<file path="src/rtl/gl2_stream_pkg.sv">
// gl2_stream_pkg
//   Shared types for the gl2 stream join path.
//   - lane_sel_t : which upstream lane the join currently accepts from
//   - NUM_LANES  : number of lanes merged by the join
//   - next_lane  : round-robin successor of a lane, A->B->C->D->A
package gl2_stream_pkg;

  localparam int unsigned NUM_LANES = 4;

  typedef enum logic [1:0] {
    SEL_A = 2'd0,
    SEL_B = 2'd1,
    SEL_C = 2'd2,
    SEL_D = 2'd3
  } lane_sel_t;

  function automatic lane_sel_t next_lane(input lane_sel_t cur);
    lane_sel_t nxt;
    unique case (cur)
      SEL_A:   nxt = SEL_B;
      SEL_B:   nxt = SEL_C;
      SEL_C:   nxt = SEL_D;
      SEL_D:   nxt = SEL_A;
      default: nxt = SEL_A;
    endcase
    return nxt;
  endfunction

endpackage

</file>
<file path="src/rtl/gl2_stream_reg.sv">
// gl2_stream_reg
//   Single-stage valid/ready pipeline register. Accepts a new beat whenever
//   the stage is empty or its current beat is being taken in the same cycle,
//   so back-to-back beats flow at one per clock with no bubble.
// Ports:
//   clk, rst       clock, synchronous active-high reset
//   in_data_i      upstream payload (WIDTH bits)
//   in_valid_i     upstream valid
//   in_ready_o     stage can load this cycle (combinational from state and out_ready_i)
//   out_data_o     registered payload
//   out_valid_o    registered valid
//   out_ready_i    downstream ready
module gl2_stream_reg #(
  parameter int unsigned WIDTH = 10
) (
  input  logic             clk,
  input  logic             rst,
  input  logic [WIDTH-1:0] in_data_i,
  input  logic             in_valid_i,
  output logic             in_ready_o,
  output logic [WIDTH-1:0] out_data_o,
  output logic             out_valid_o,
  input  logic             out_ready_i
);

  logic [WIDTH-1:0] data_q, data_d;
  logic             valid_q, valid_d;
  logic             load_en;

  assign load_en = !valid_q || out_ready_i;

  always_comb begin
    data_d  = data_q;
    valid_d = valid_q;
    if (load_en) begin
      // An empty slot with no new beat drops valid; payload is left as-is.
      valid_d = in_valid_i;
      if (in_valid_i) begin
        data_d = in_data_i;
      end
    end
  end

  always_ff @(posedge clk) begin
    if (rst) begin
      data_q  <= '0;
      valid_q <= 1'b0;
    end else begin
      data_q  <= data_d;
      valid_q <= valid_d;
    end
  end

  assign in_ready_o  = load_en;
  assign out_data_o  = data_q;
  assign out_valid_o = valid_q;

endmodule

</file>
<file path="src/rtl/gl2_stream_join.sv">
// gl2_stream_join
//   Four-to-one stream join. Takes one beat from each of lanes a, b, c, d in
//   that fixed order and serializes them onto one registered output stream.
//   A lane that is not selected is stalled even when valid; a missing lane
//   stalls the join indefinitely. tlast/tuser travel with their own beat.
// Ports:
//   clk, rst                      clock, synchronous active-high reset
//   up_data_x/valid_x/tlast_x/tuser_x   lane x inputs (x = a..d)
//   up_ready_x                    lane x ready (only the selected lane)
//   down_data/valid/tlast/tuser   registered output stream
//   down_ready                    downstream ready
//   err_mismatch                  sticky group tlast/tuser inconsistency
// Configuration:
//   GL2_JOIN_CHECK_EN  when defined, builds the group-consistency checker that
//                      drives err_mismatch; otherwise err_mismatch is 0.
module gl2_stream_join
  import gl2_stream_pkg::*;
#(
  parameter int unsigned D_WIDTH = 8
) (
  input  logic               clk,
  input  logic               rst,
  input  logic [D_WIDTH-1:0] up_data_a,
  input  logic [D_WIDTH-1:0] up_data_b,
  input  logic [D_WIDTH-1:0] up_data_c,
  input  logic [D_WIDTH-1:0] up_data_d,
  input  logic               up_valid_a,
  input  logic               up_valid_b,
  input  logic               up_valid_c,
  input  logic               up_valid_d,
  input  logic               up_tlast_a,
  input  logic               up_tlast_b,
  input  logic               up_tlast_c,
  input  logic               up_tlast_d,
  input  logic               up_tuser_a,
  input  logic               up_tuser_b,
  input  logic               up_tuser_c,
  input  logic               up_tuser_d,
  output logic               up_ready_a,
  output logic               up_ready_b,
  output logic               up_ready_c,
  output logic               up_ready_d,
  output logic [D_WIDTH-1:0] down_data,
  output logic               down_valid,
  output logic               down_tlast,
  output logic               down_tuser,
  input  logic               down_ready,
  output logic               err_mismatch
);

  localparam int unsigned P_WIDTH = D_WIDTH + 2;

  lane_sel_t          state_q, state_d;
  logic               sel_valid;
  logic               sel_tlast;
  logic               sel_tuser;
  logic [D_WIDTH-1:0] sel_data;
  logic               load_en;
  logic               grant;
  logic               xfer;
  logic [P_WIDTH-1:0] reg_out;

  // Lane mux: payload and valid of the currently selected lane.
  always_comb begin
    sel_valid = 1'b0;
    sel_tlast = 1'b0;
    sel_tuser = 1'b0;
    sel_data  = '0;
    unique case (state_q)
      SEL_A: begin
        sel_valid = up_valid_a;
        sel_tlast = up_tlast_a;
        sel_tuser = up_tuser_a;
        sel_data  = up_data_a;
      end
      SEL_B: begin
        sel_valid = up_valid_b;
        sel_tlast = up_tlast_b;
        sel_tuser = up_tuser_b;
        sel_data  = up_data_b;
      end
      SEL_C: begin
        sel_valid = up_valid_c;
        sel_tlast = up_tlast_c;
        sel_tuser = up_tuser_c;
        sel_data  = up_data_c;
      end
      SEL_D: begin
        sel_valid = up_valid_d;
        sel_tlast = up_tlast_d;
        sel_tuser = up_tuser_d;
        sel_data  = up_data_d;
      end
      default: ;
    endcase
  end

  // The output register reports it can load whenever it is empty or draining.
  // Ready is additionally masked by rst so no lane sees a handshake in the
  // reset cycle, even though the register is empty then.
  assign grant = load_en && !rst;
  assign xfer  = sel_valid && grant;

  assign up_ready_a = grant && (state_q == SEL_A);
  assign up_ready_b = grant && (state_q == SEL_B);
  assign up_ready_c = grant && (state_q == SEL_C);
  assign up_ready_d = grant && (state_q == SEL_D);

  // Lane-select FSM: advances only on a transfer on the selected lane.
  always_comb begin
    state_d = state_q;
    if (xfer) begin
      state_d = next_lane(state_q);
    end
  end

  always_ff @(posedge clk) begin
    if (rst) begin
      state_q <= SEL_A;
    end else begin
      state_q <= state_d;
    end
  end

  gl2_stream_reg #(
    .WIDTH (P_WIDTH)
  ) u_out_reg (
    .clk         (clk),
    .rst         (rst),
    .in_data_i   ({sel_tlast, sel_tuser, sel_data}),
    .in_valid_i  (sel_valid),
    .in_ready_o  (load_en),
    .out_data_o  (reg_out),
    .out_valid_o (down_valid),
    .out_ready_i (down_ready)
  );

  assign down_tlast = reg_out[P_WIDTH-1];
  assign down_tuser = reg_out[P_WIDTH-2];
  assign down_data  = reg_out[D_WIDTH-1:0];

`ifdef GL2_JOIN_CHECK_EN
  // Group-consistency checker: the lane-a beat sets the reference flags,
  // the b/c/d beats of the same group must match them.
  logic ref_tlast_q, ref_tlast_d;
  logic ref_tuser_q, ref_tuser_d;
  logic err_q, err_d;

  always_comb begin
    ref_tlast_d = ref_tlast_q;
    ref_tuser_d = ref_tuser_q;
    err_d       = err_q;
    if (xfer) begin
      if (state_q == SEL_A) begin
        ref_tlast_d = sel_tlast;
        ref_tuser_d = sel_tuser;
      end else if ((sel_tlast != ref_tlast_q) || (sel_tuser != ref_tuser_q)) begin
        err_d = 1'b1;
      end
    end
  end

  always_ff @(posedge clk) begin
    if (rst) begin
      ref_tlast_q <= 1'b0;
      ref_tuser_q <= 1'b0;
      err_q       <= 1'b0;
    end else begin
      ref_tlast_q <= ref_tlast_d;
      ref_tuser_q <= ref_tuser_d;
      err_q       <= err_d;
    end
  end

  assign err_mismatch = err_q;
`else
  assign err_mismatch = 1'b0;
`endif

endmodule

</file>
<file path="config.mk">
export PLATFORM = sky130hd
export DESIGN_NAME = gl2_stream_join
export DESIGN_NICKNAME = d
export VERILOG_FILES = /design/src/rtl/gl2_stream_pkg.sv /design/src/rtl/gl2_stream_reg.sv /design/src/rtl/gl2_stream_join.sv
export SDC_FILE = /design/constraint.sdc
export NUM_CORES = 1
export LEC_CHECK = 0
export CORE_AREA = 3 3 70 46
export DETAILED_ROUTE_END_ITERATION = 16
export DIE_AREA = 0 0 73 49
export PLACE_DENSITY_LB_ADDON = 0.2
export SETUP_SLACK_MARGIN = 0.4
export SKIP_CTS_REPAIR_TIMING = 1
export SYNTH_ARGS = -nofsm -noshare
export SYNTH_HDL_FRONTEND = slang
export SYNTH_HIERARCHICAL = 1
export SYNTH_SLANG_ARGS = --single-unit
</file>
<file path="constraint.sdc">
create_clock -name clk -period 2.4 [get_ports clk]
set_input_delay 0.48 -clock clk [delete_from_list [all_inputs] [get_ports clk]]
set_output_delay 0.48 -clock clk [all_outputs]
set_load 0.03 [all_outputs]
</file>
# After elaboration in Yosys (flattened, before gate mapping)
# Index checks and enable logic that the tools add are counted.
# word_totals
reg_bits,13
latchBits,0
ramBits,0
rom_bits,0
in_bits,47
output_inout_bits,16
word_cells,22
memories,0
# classes
n_addsub,0
multipliers,0
div_mod_pow,0
magnitude_cmp,0
eq_ne,3
shifts,0
mux,5
bitwise_logic,0
reduce_logical,11
# op_table
cell,n
one-hot mux 8 bit (4 select lines),1
one-hot mux 1 bit (4 select lines),3
one-hot mux 2 bit (4 select lines),1
logical AND 1 bit,6
"equality test 2 bit, second input constant",2
"equality test 2 x 1 -> 1 bit, second input constant",1
logical NOT 1 bit,2
logical NOT 2 bit,1
AND reduction 2 bit,1
logical OR 1 bit,1

# Longest topological paths before layout
# Gate-level depths: netlist of the first run.
# logic_depth
depth_word,4
mapped_depth,7
mapped_depth_nobuf,6

# Hierarchy
# The synthesis of the first run kept the hierarchy.
# by_module_without_submodules
module,n_inst,cells_each,area_each_um2,seq_area_each_um2
gl2_stream_reg,1,49,504.2,220.2
gl2_stream_join,1,61,498.0,40.0

# Worst setup path after synthesis of the first run
# OpenSTA, ideal clock, no wires.
# synth_timing
kind,in2out
from,in down_ready
to,out up_ready_a
arrival_ns,1.323
required_time_ns,1.920
path_slack_ns,0.597
cell_stages,5
n_path_buf,1
cell_sequence,nand2b_4 > buf_2 > inv_1 > nor2_1 > and2_1
# synth_between
elab_chain_len,3
# synth_lines
item,line,rtl
"start, declared",gl2_stream_join.sv:47,"input logic down_ready,"
logical OR 1 bit,gl2_stream_reg.sv:30,assign load_en = !valid_q || out_ready_i;
via load_en,gl2_stream_join.sv:58,logic load_en;
logical AND 1 bit,gl2_stream_join.sv:101,assign grant = load_en && !rst;
logical AND 1 bit,gl2_stream_join.sv:104,assign up_ready_a = grant && (state_q == SEL_A);
"end, declared",gl2_stream_join.sv:39,"output logic up_ready_a,"
# The timed path passes the listed nets, and every way through them passes these cells.

# Final worst setup path of the first run
# layout_timing
from,reg state_q[0]
to,out up_ready_c
# layout_between
elab_chain_len,2
# layout_lines
item,line,rtl
"start, declared",gl2_stream_join.sv:53,"lane_sel_t state_q, state_d;"
"start signal, assigned",gl2_stream_join.sv:121,state_q <= state_d;
equality test 2 bit,gl2_stream_join.sv:106,assign up_ready_c = grant && (state_q == SEL_C);
logical AND 1 bit,gl2_stream_join.sv:106,
"end, declared",gl2_stream_join.sv:41,"output logic up_ready_c,"
# No other way between the ends.

==> flow_summary.yaml, run 1 <==
outcome:
  status: "completed"
drt:
  drtIter0Drc: 47
  dr.pass1.iters: 8
  route.detailed.drc: 0
  viasPerCell: 5.21
  wl_mm: 2.97
  ant_nets: 0
  routedWlPerCell_um: 14.6
  vias: 1057
sta:
  setup_viol: 0
  min_period_ns: 1.91
  fmax_ghz: 0.522
  skew_ns: 0.00171
  period_share_pct: 79.8
  report.final.hold_viol_count: 0
  fin_setup_tns_ns: 0
  rsz0062_at_grt: "no"
  drv_slew: 0
setup_path:
  cp.required_ns: 1.92
  crit_type: "flop to output port"
  path_max_fanout: 12
  start_kind: "flop"
  worstPathArrival_ns: 1.43
  end_kind: "output port"
pwr:
  seqPwrFrac_pct: 21.5
  power.switching_uw: 643
  p_sw_share_pct: 42.2
  ir_worst_vdd_uv: 449
  p_clk_share_pct: 12.6
  p_per_area_nw_per_um2: 886
  internal_power_uw: 881
  p_comb_share_pct: 65.9
  power_leakage_nw: 0.747
logic_synthesis:
  synth_area_per_cell_um2: 9.11
  ys_warn_count: 6
  synth_seq_cells: 13
  synth_cell_type_count: 24
  synth_area_um2: 1000
  synthFlopType: "dfxtp_1"
  yosysTopAreaCell: "dfxtp_1"
  yosys-top-cells-area: "dfxtp_1 26%, mux2i_1 11%, a222oi_1 10%"
  syn-instance-count: 110
  synth-async-reset-ratio_pct: 0
  synth_edf_count: 0
  synth.most_common_cell: "inv_1"
  ys_seq_area_share_pct: 26.0
  synth_nets: 162
  synth_top_area_share_pct: 26.0
  synthTopCellsByCount: "14 x inv_1, 13 x dfxtp_1, 11 x mux2i_1"
placed_design:
  gp_congestion: 0.762
  port_buffers: 61
  dp_hpwl_mm: 2.40
  dp.cells: 199
floorplan:
  dieArea_um2: 3580
  io_pins: 63
  dieHeight_um: 49
  initial_utilization_pct: 39.5
  die_w_um: 73
  rows: 14
  fp.coreArea_um2: 2540
layout:
  antenna_cells: 0
  nNetsFinal: 224
  fin_cells: 203
  area_growth_pct: 71.7
  utilization_pct: 67.7
  fillers: 201
  drive_gt1_share_pct: 18.7
grt:
  grt_max_degree: 22
  grt_pass1_vias: 1098
  grt_antenna_before_repair: 0
  grt_pass1_wl_mm: 4.81
  grtUsageTotal_pct: 16.5
  grt_overflow: 0
run:
  cap_violations: 0
clocking:
  cts_made_buffers: 3
  clkSlewWorstSetupHoldPaths_ns: 0.05
  root_buffer: "clkbuf_8"
  clk_latency_ns: 0.24
  cts.sinks: 13
  tritoncts: "built"
  clock_path_buffers: 2
  htreeDepth: 1
worst_hold_path:
  hold_path_class: "flop to flop"
## cells in the final DEF, fill, tap and decap left out
| cell | netlist | layout |
|---|---|---|
| conb_1 | 1 | 1 |
| a22oi_1 | 1 | 1 |
| and2_4 | 0 | 4 |
| a2111oi_4 | 1 | 1 |
| nand2b_4 | 1 | 1 |
| a21bo_1 | 8 | 8 |
| a21oi_2 | 8 | 8 |
| nor2_1 | 2 | 1 |
| inv_1 | 14 | 13 |
| nand2b_1 | 1 | 1 |
| mux2_1 | 1 | 1 |
| o21bai_1 | 1 | 1 |
| a21bo_2 | 2 | 2 |
| inv_4 | 0 | 1 |
| a222oi_1 | 10 | 10 |
| dfxtp_1 | 13 | 13 |
| buf_6 | 1 | 4 |
| mux2i_1 | 11 | 11 |
| clkbuf_8 | 0 | 3 |
| buf_4 | 1 | 6 |
| clkdlybuf4s50_1 | 0 | 55 |
| a21oi_1 | 5 | 5 |
| clkbuf_1 | 3 | 1 |
| ha_2 | 0 | 1 |
| nor2_4 | 0 | 1 |
| ha_1 | 5 | 4 |
| nor2b_1 | 1 | 1 |
| dlymetal6s2s_1 | 0 | 2 |
| nand3_1 | 10 | 10 |
## worst max-delay path: stages (launching register included)
cell and delay, ns:
dfxtp_1 0.39, inv_1 0.11, ha_1 0.24, buf_4 0.19
and2_4 0.15, buf_6 0.13
## through the flow
stage / instance area [µm²] / hold WS [ns] / setup WS (ns) / power [mW]
after floorplan: 1000 / 0.482 / 0.597 / 0.987
after CTS: 1680 / 0.543 / 0.212 / 1.51
after detailed placement: 1630 / 0.533 / 0.219 / 1.31
final: 1720 / 0.538 / 0.486 / 1.52
after global routing: 1720 / 0.566 / 0.407 / 1.63
after global placement: 1630 / 0.501 / 0.263 / 1.29
## worst paths after layout
| kind | start | to | slack [ns] | cells past startpoint |
|---|---|---|---|---|
| setup / recovery | state_q[0] | up_ready_c | 0.49 | 5 |
| setup reg to reg | state_q[0] | state_q[1] | 0.56 | 5 |
| hold / removal | state_q[0] | state_q[0] | 0.54 | 2 |
| hold reg to reg | state_q[0] | state_q[0] | 0.54 | 2 |
## sequential cells by signal, summed over array words and instances, names as in the netlist
register / flops
u_out_reg/out_valid_o: 1
state_q: 2
u_out_reg/out_data_o: 10
## power groups by stage
stage | logic (mW) | registers [mW] | clock network [mW]
final | 1.00 | 0.328 | 0.192
after floorplan | 0.549 | 0.438 | 0
after global placement | 0.964 | 0.327 | 0
after global routing | 1.08 | 0.336 | 0.212
after detailed placement | 0.981 | 0.330 | 0
after CTS | 0.985 | 0.329 | 0.196
## routing by layer
layer,up-vias,GRT usage (%),part of all wire [%]
li1,521,-,-
met1,498,20.3,42
met2,38,28.3,51
met3,0,5.14,6.6
met4,0,2.76,0
met5,-,0,0
## area by class of cell
cell class	instances	area, µm²	share of cell area (%)
Inverter	14	55.1	3.20
Sequential cell	13	260	15.1
Multi-Input combinational cell	73	654	38.0
Tap cell	32	40.0	2.33
Timing Repair Buffer	67	666	38.7
Clock buffer	4	45.0	2.62
## cell families after synthesis
family	Yosys count	share of synthesized area, %
AO/OA/AOI/OAI	36	33.7
adder cells (fa/ha/maj)	5	6.24
buffers and inverters	24	10.7
flip-flops	13	26.0
multiplexers	12	12.1
other	1	0.374
AND/OR/NAND/NOR	19	10.9
Note: power is estimated with default switching activity, not from simulation.
==> run 2: changes to the inputs <==
--- a/config.mk
+++ b/config.mk
@@ -5,9 +5,9 @@
 export SDC_FILE = /design/constraint.sdc
 export NUM_CORES = 1
 export LEC_CHECK = 0
-export CORE_AREA = 3 3 70 46
+export CORE_AREA = 3 3 76 49
 export DETAILED_ROUTE_END_ITERATION = 16
-export DIE_AREA = 0 0 73 49
+export DIE_AREA = 0 0 79 52
 export PLACE_DENSITY_LB_ADDON = 0.2
 export SETUP_SLACK_MARGIN = 0.4
 export SKIP_CTS_REPAIR_TIMING = 1
==> constraint.sdc (replaced) <==
create_clock -name clk -period 1.7 [get_ports clk]
set_input_delay 0.34 -clock clk [delete_from_list [all_inputs] [get_ports clk]]
set_output_delay 0.34 -clock clk [all_outputs]
set_load 0.03 [all_outputs]
==> flow_summary.yaml, run 2 (synthesis gave the netlist of run 1 again) <==
placed_design:
  gp_congestion: 0.725
  port_buffers: 61
  dp_hpwl_mm: 2.51
  placed_cell_area_um2: 1760
layout:
  fillers: 261
  final_cell_mix: "44 x clkdlybuf4s50_1, 13 x dlymetal6s2s_1, 12 x buf_4"
  stdcell_area_um2: 2050
  largest_reg_flops: 10
  regArea_um2: 272
  drive_gt1_share_pct: 32.8
  final_common_cell: "clkdlybuf4s50_1"
  antenna_cells: 0
  area_growth_pct: 105
  nNetsFinal: 239
  utilization_pct: 64.9
  multi_input_area_um2: 739
run:
  cap_violations: 0
clocking:
  clkSlewWorstSetupHoldPaths_ns: 0.06
  htreeDepth: 1
  cts.sinks: 13
  clock_path_buffers: 2
  tritoncts: "built"
  clk_latency_ns: 0.24
  root_buffer: "clkbuf_8"
  cts_made_buffers: 3
drt:
  wl_mm: 3.52
  dr.pass1.iters: 4
  ant_nets: 0
  viasPerCell: 4.95
  route.detailed.drc: 0
  vias: 1144
  routedWlPerCell_um: 15.2
  drtIter0Drc: 54
grt:
  grt_pass1_vias: 1111
  grt_antenna_before_repair: 0
  grtUsageTotal_pct: 15.9
  grt_max_degree: 22
  grt_overflow: 0
  grt_pass1_wl_mm: 5.13
setup_path:
  worstPathArrival_ns: 1.31
  cp.required_ns: 1.36
  start_kind: "flop"
  crit_type: "flop to output port"
  path_max_fanout: 7
  end_kind: "output port"
pwr:
  ir_worst_vdd_uv: 480
  power_mw: 2.71
  power_leakage_nw: 1.05
  p_per_area_nw_per_um2: 1320
floorplan:
  rows: 16
  initial_utilization_pct: 31.7
  io_pins: 63
  fp.coreArea_um2: 3160
  dieHeight_um: 52
  dieArea_um2: 4110
  die_w_um: 79
sta:
  setup_viol: 0
  drv_slew: 0
  report.final.hold_viol_count: 0
  hold_ws_ns: 0.550
  skew_ns: 0.000785
  min_period_ns: 1.65
  fmax_ghz: 0.606
  rsz0062_at_grt: "yes"
  period_share_pct: 97.1
worst_hold_path:
  hold_path_class: "flop to flop"
outcome:
  status: "completed"
==> run 2: cell types whose count changed in the layout (fill, tap and decap cells not counted), moves of 2 or more <==
cell / previous run / this run
clkdlybuf4s50_1: 55 / 44
a21oi_1: 5 / 2
ha_1: 4 / 1
dfxtp_1: 13 / 10
buf_4: 6 / 12
buf_6: 4 / 10
a21oi_2: 8 / 10
dlymetal6s2s_1: 2 / 13
dfxtp_4: 0 / 3
clkbuf_16: 0 / 2
ha_4: 0 / 4
inv_1: 13 / 11
==> run 2: area by class of cell <==
type	count	area share, %
well taps	45	2.74
clock buffers	3	2.01
clock inverters	1	0.244
multi-input cells	73	36.0
repair buffers	82	42.7
flip-flops and latches	13	13.2
inverters	14	3.05
==> run 2: path summary, 6_finish.rpt <==
path | startpoint | to | slack [ns] | cells after the start
max | state_q[0] | up_ready_b | 0.05 | 5
min | state_q[0] | state_q[0] | 0.55 | 2
max reg2reg | state_q[0] | u_out_reg/out_data_o[6] | 0.05 | 7
min reg2reg | state_q[0] | state_q[0] | 0.55 | 2
==> run 2: worst max-delay path, cell delays in order (launching register included) <==
cell	delay, ns
dfxtp_4	0.37
buf_6	0.12
ha_4	0.16
buf_6	0.13
and2_4	0.15
buf_6	0.13
==> run 2: metal layers <==
| layer | wire (µm) | global-route usage [%] | vias to the layer above |
|---|---|---|---|
| li1 | - | - | 552 |
| met1 | 1550 | 19.8 | 551 |
| met2 | 1760 | 27.2 | 39 |
| met3 | 201 | 5.36 | 2 |
| met4 | 8 | 2.86 | 0 |
| met5 | 0 | 0 | - |
==> run 2: where the power goes <==
part	internal, mW	leakage [nW]	switching, mW
clock	0.162	0.0255	0.115
combinational	1.03	0.915	0.908
sequential	0.417	0.109	0.0782
total	1.60	1.05	1.10
==> run 2: stage by stage <==
stage | setup slack, ns | cells | setup TNS, ns
final | 0.0489 | 231 | 0
after CTS | -0.111 | 217 | -0.280
after global routing | -0.00139 | 231 | -0.00139
after floorplan | 0.236 | 110 | 0
after detailed placement | -0.0819 | 213 | -0.254
after global placement | -0.0443 | 213 | -0.217
==> run 3: changes to the inputs <==
--- a/config.mk
+++ b/config.mk
@@ -9,6 +9,7 @@
 export DETAILED_ROUTE_END_ITERATION = 16
 export DIE_AREA = 0 0 79 52
 export PLACE_DENSITY_LB_ADDON = 0.2
+export REMOVE_ABC_BUFFERS = 1
 export SETUP_SLACK_MARGIN = 0.4
 export SKIP_CTS_REPAIR_TIMING = 1
 export SYNTH_ARGS = -nofsm -noshare
==> flow_summary.yaml, run 3 (synthesis gave the netlist of run 1 again) <==
placed_design:
  port_buffers: 61
  gp_congestion: 0.746
  dp_hpwl_mm: 2.52
outcome:
  status: "completed"
drt:
  viasPerCell: 5.00
  route.detailed.drc: 0
  ant_nets: 0
  dr.pass1.iters: 6
  vias: 1136
  drtIter0Drc: 90
  wl_mm: 3.69
  routedWlPerCell_um: 16.3
clocking:
  root_buffer: "clkbuf_8"
  cts.sinks: 13
  clock_path_buffers: 2
  cts_made_buffers: 3
  tritoncts: "built"
  clk_latency_ns: 0.24
  htreeDepth: 1
  clkSlewWorstSetupHoldPaths_ns: 0.06
layout:
  final_cell_mix: "44 x clkdlybuf4s50_1, 13 x dlymetal6s2s_1, 11 x inv_1, 11 x mux2i_1, 11 x dfxtp_1"
  final_common_cell: "clkdlybuf4s50_1"
  antenna_cells: 0
  drive_gt1_share_pct: 30.8
  area_growth_pct: 99.5
  nNetsFinal: 235
  largest_reg_flops: 10
pwr:
  ir_worst_vdd_uv: 564
  power_leakage_nw: 1.02
  p_per_area_nw_per_um2: 1290
  power_mw: 2.57
grt:
  grt_max_degree: 22
  grt_pass1_vias: 1085
  grtUsageTotal_pct: 16.2
  grt_overflow: 0
  grt_antenna_before_repair: 0
  grt_pass1_wl_mm: 5.10
setup_path:
  cp.required_ns: 1.36
  crit_buf_inv: 3
  worstPathArrival_ns: 1.29
  cp_slowest_cell: "dfxtp_4"
  start_kind: "flop"
  r2r_setup_slack_ns: 0.09
  end_kind: "output port"
  crit_path_cell_trace: "inv_4, ha_4, buf_12, and2_4, buf_6"
  path_max_fanout: 6
  critPathMaxStageDelay_ns: 0.39
  crit_type: "flop to output port"
  crit_family: "flip-flops"
sta:
  fmax_ghz: 0.613
  setup_viol: 0
  fin_setup_tns_ns: 0
  skew_ns: 0.00221
  period_share_pct: 95.9
  min_period_ns: 1.63
  rsz0062_at_grt: "yes"
  drv_slew: 0
  report.final.hold_viol_count: 0
floorplan:
  die_w_um: 79
  dieArea_um2: 4110
  fp.coreArea_um2: 3160
  initial_utilization_pct: 31.7
  rows: 16
  dieHeight_um: 52
  io_pins: 63
run:
  cap_violations: 0
worst_hold_path:
  hold_path_class: "flop to flop"
[run 3: power by group]
group          internal (mW)  total [mW]  switching, mW
Sequential             0.413       0.488         0.0759
Combinational          0.928        1.80          0.876
Clock                  0.165       0.277          0.112
[run 3: final timing paths]
check	from	endpoint	cells past startpoint
hold reg to reg	u_out_reg/out_data_o[6]	u_out_reg/out_data_o[6]	2
hold / removal	u_out_reg/out_data_o[6]	u_out_reg/out_data_o[6]	2
setup / recovery	state_q[0]	up_ready_c	5
setup reg to reg	state_q[0]	u_out_reg/out_data_o[9]	7
[run 3: worst register-to-register path: stages, from the launching register on]
cell,delay [ns]
dfxtp_4,0.39
inv_4,0.06
ha_4,0.18
a22oi_2,0.28
a21oi_2,0.12
buf_12,0.17
a21bo_2,0.19
a21oi_1,0.14
[run 3: per-layer routing]
metal	global-route usage, %	up-vias	share of wire, %
met5	0	-	0
met4	4.29	0	1.2
met3	7.09	6	11
met2	27.9	60	44
met1	18.5	523	44
li1	-	547	-
[run 3: final cells by class]
cell class	instances	area, µm²
fill	271	1160
timing repair buffer	78	850
multi-input combinational	73	718
sequential	13	268
inverter	14	62.6
tap	45	56.3
clock buffer	4	45.0
[run 3: through the flow]
step                area, µm²  std cells  utilization (%)  setup WS, ns  hold slack [ns]
floorplan                 947        100                -        -0.626            0.402
global placement         1700        217             53.7       -0.0925            0.510
detailed placement       1700        217             53.7        -0.136            0.526
CTS                      1740        221             55.1        -0.117            0.536
global route             2000        227             63.2        0.0231            0.589
finish                   2000        227             63.2        0.0691            0.571
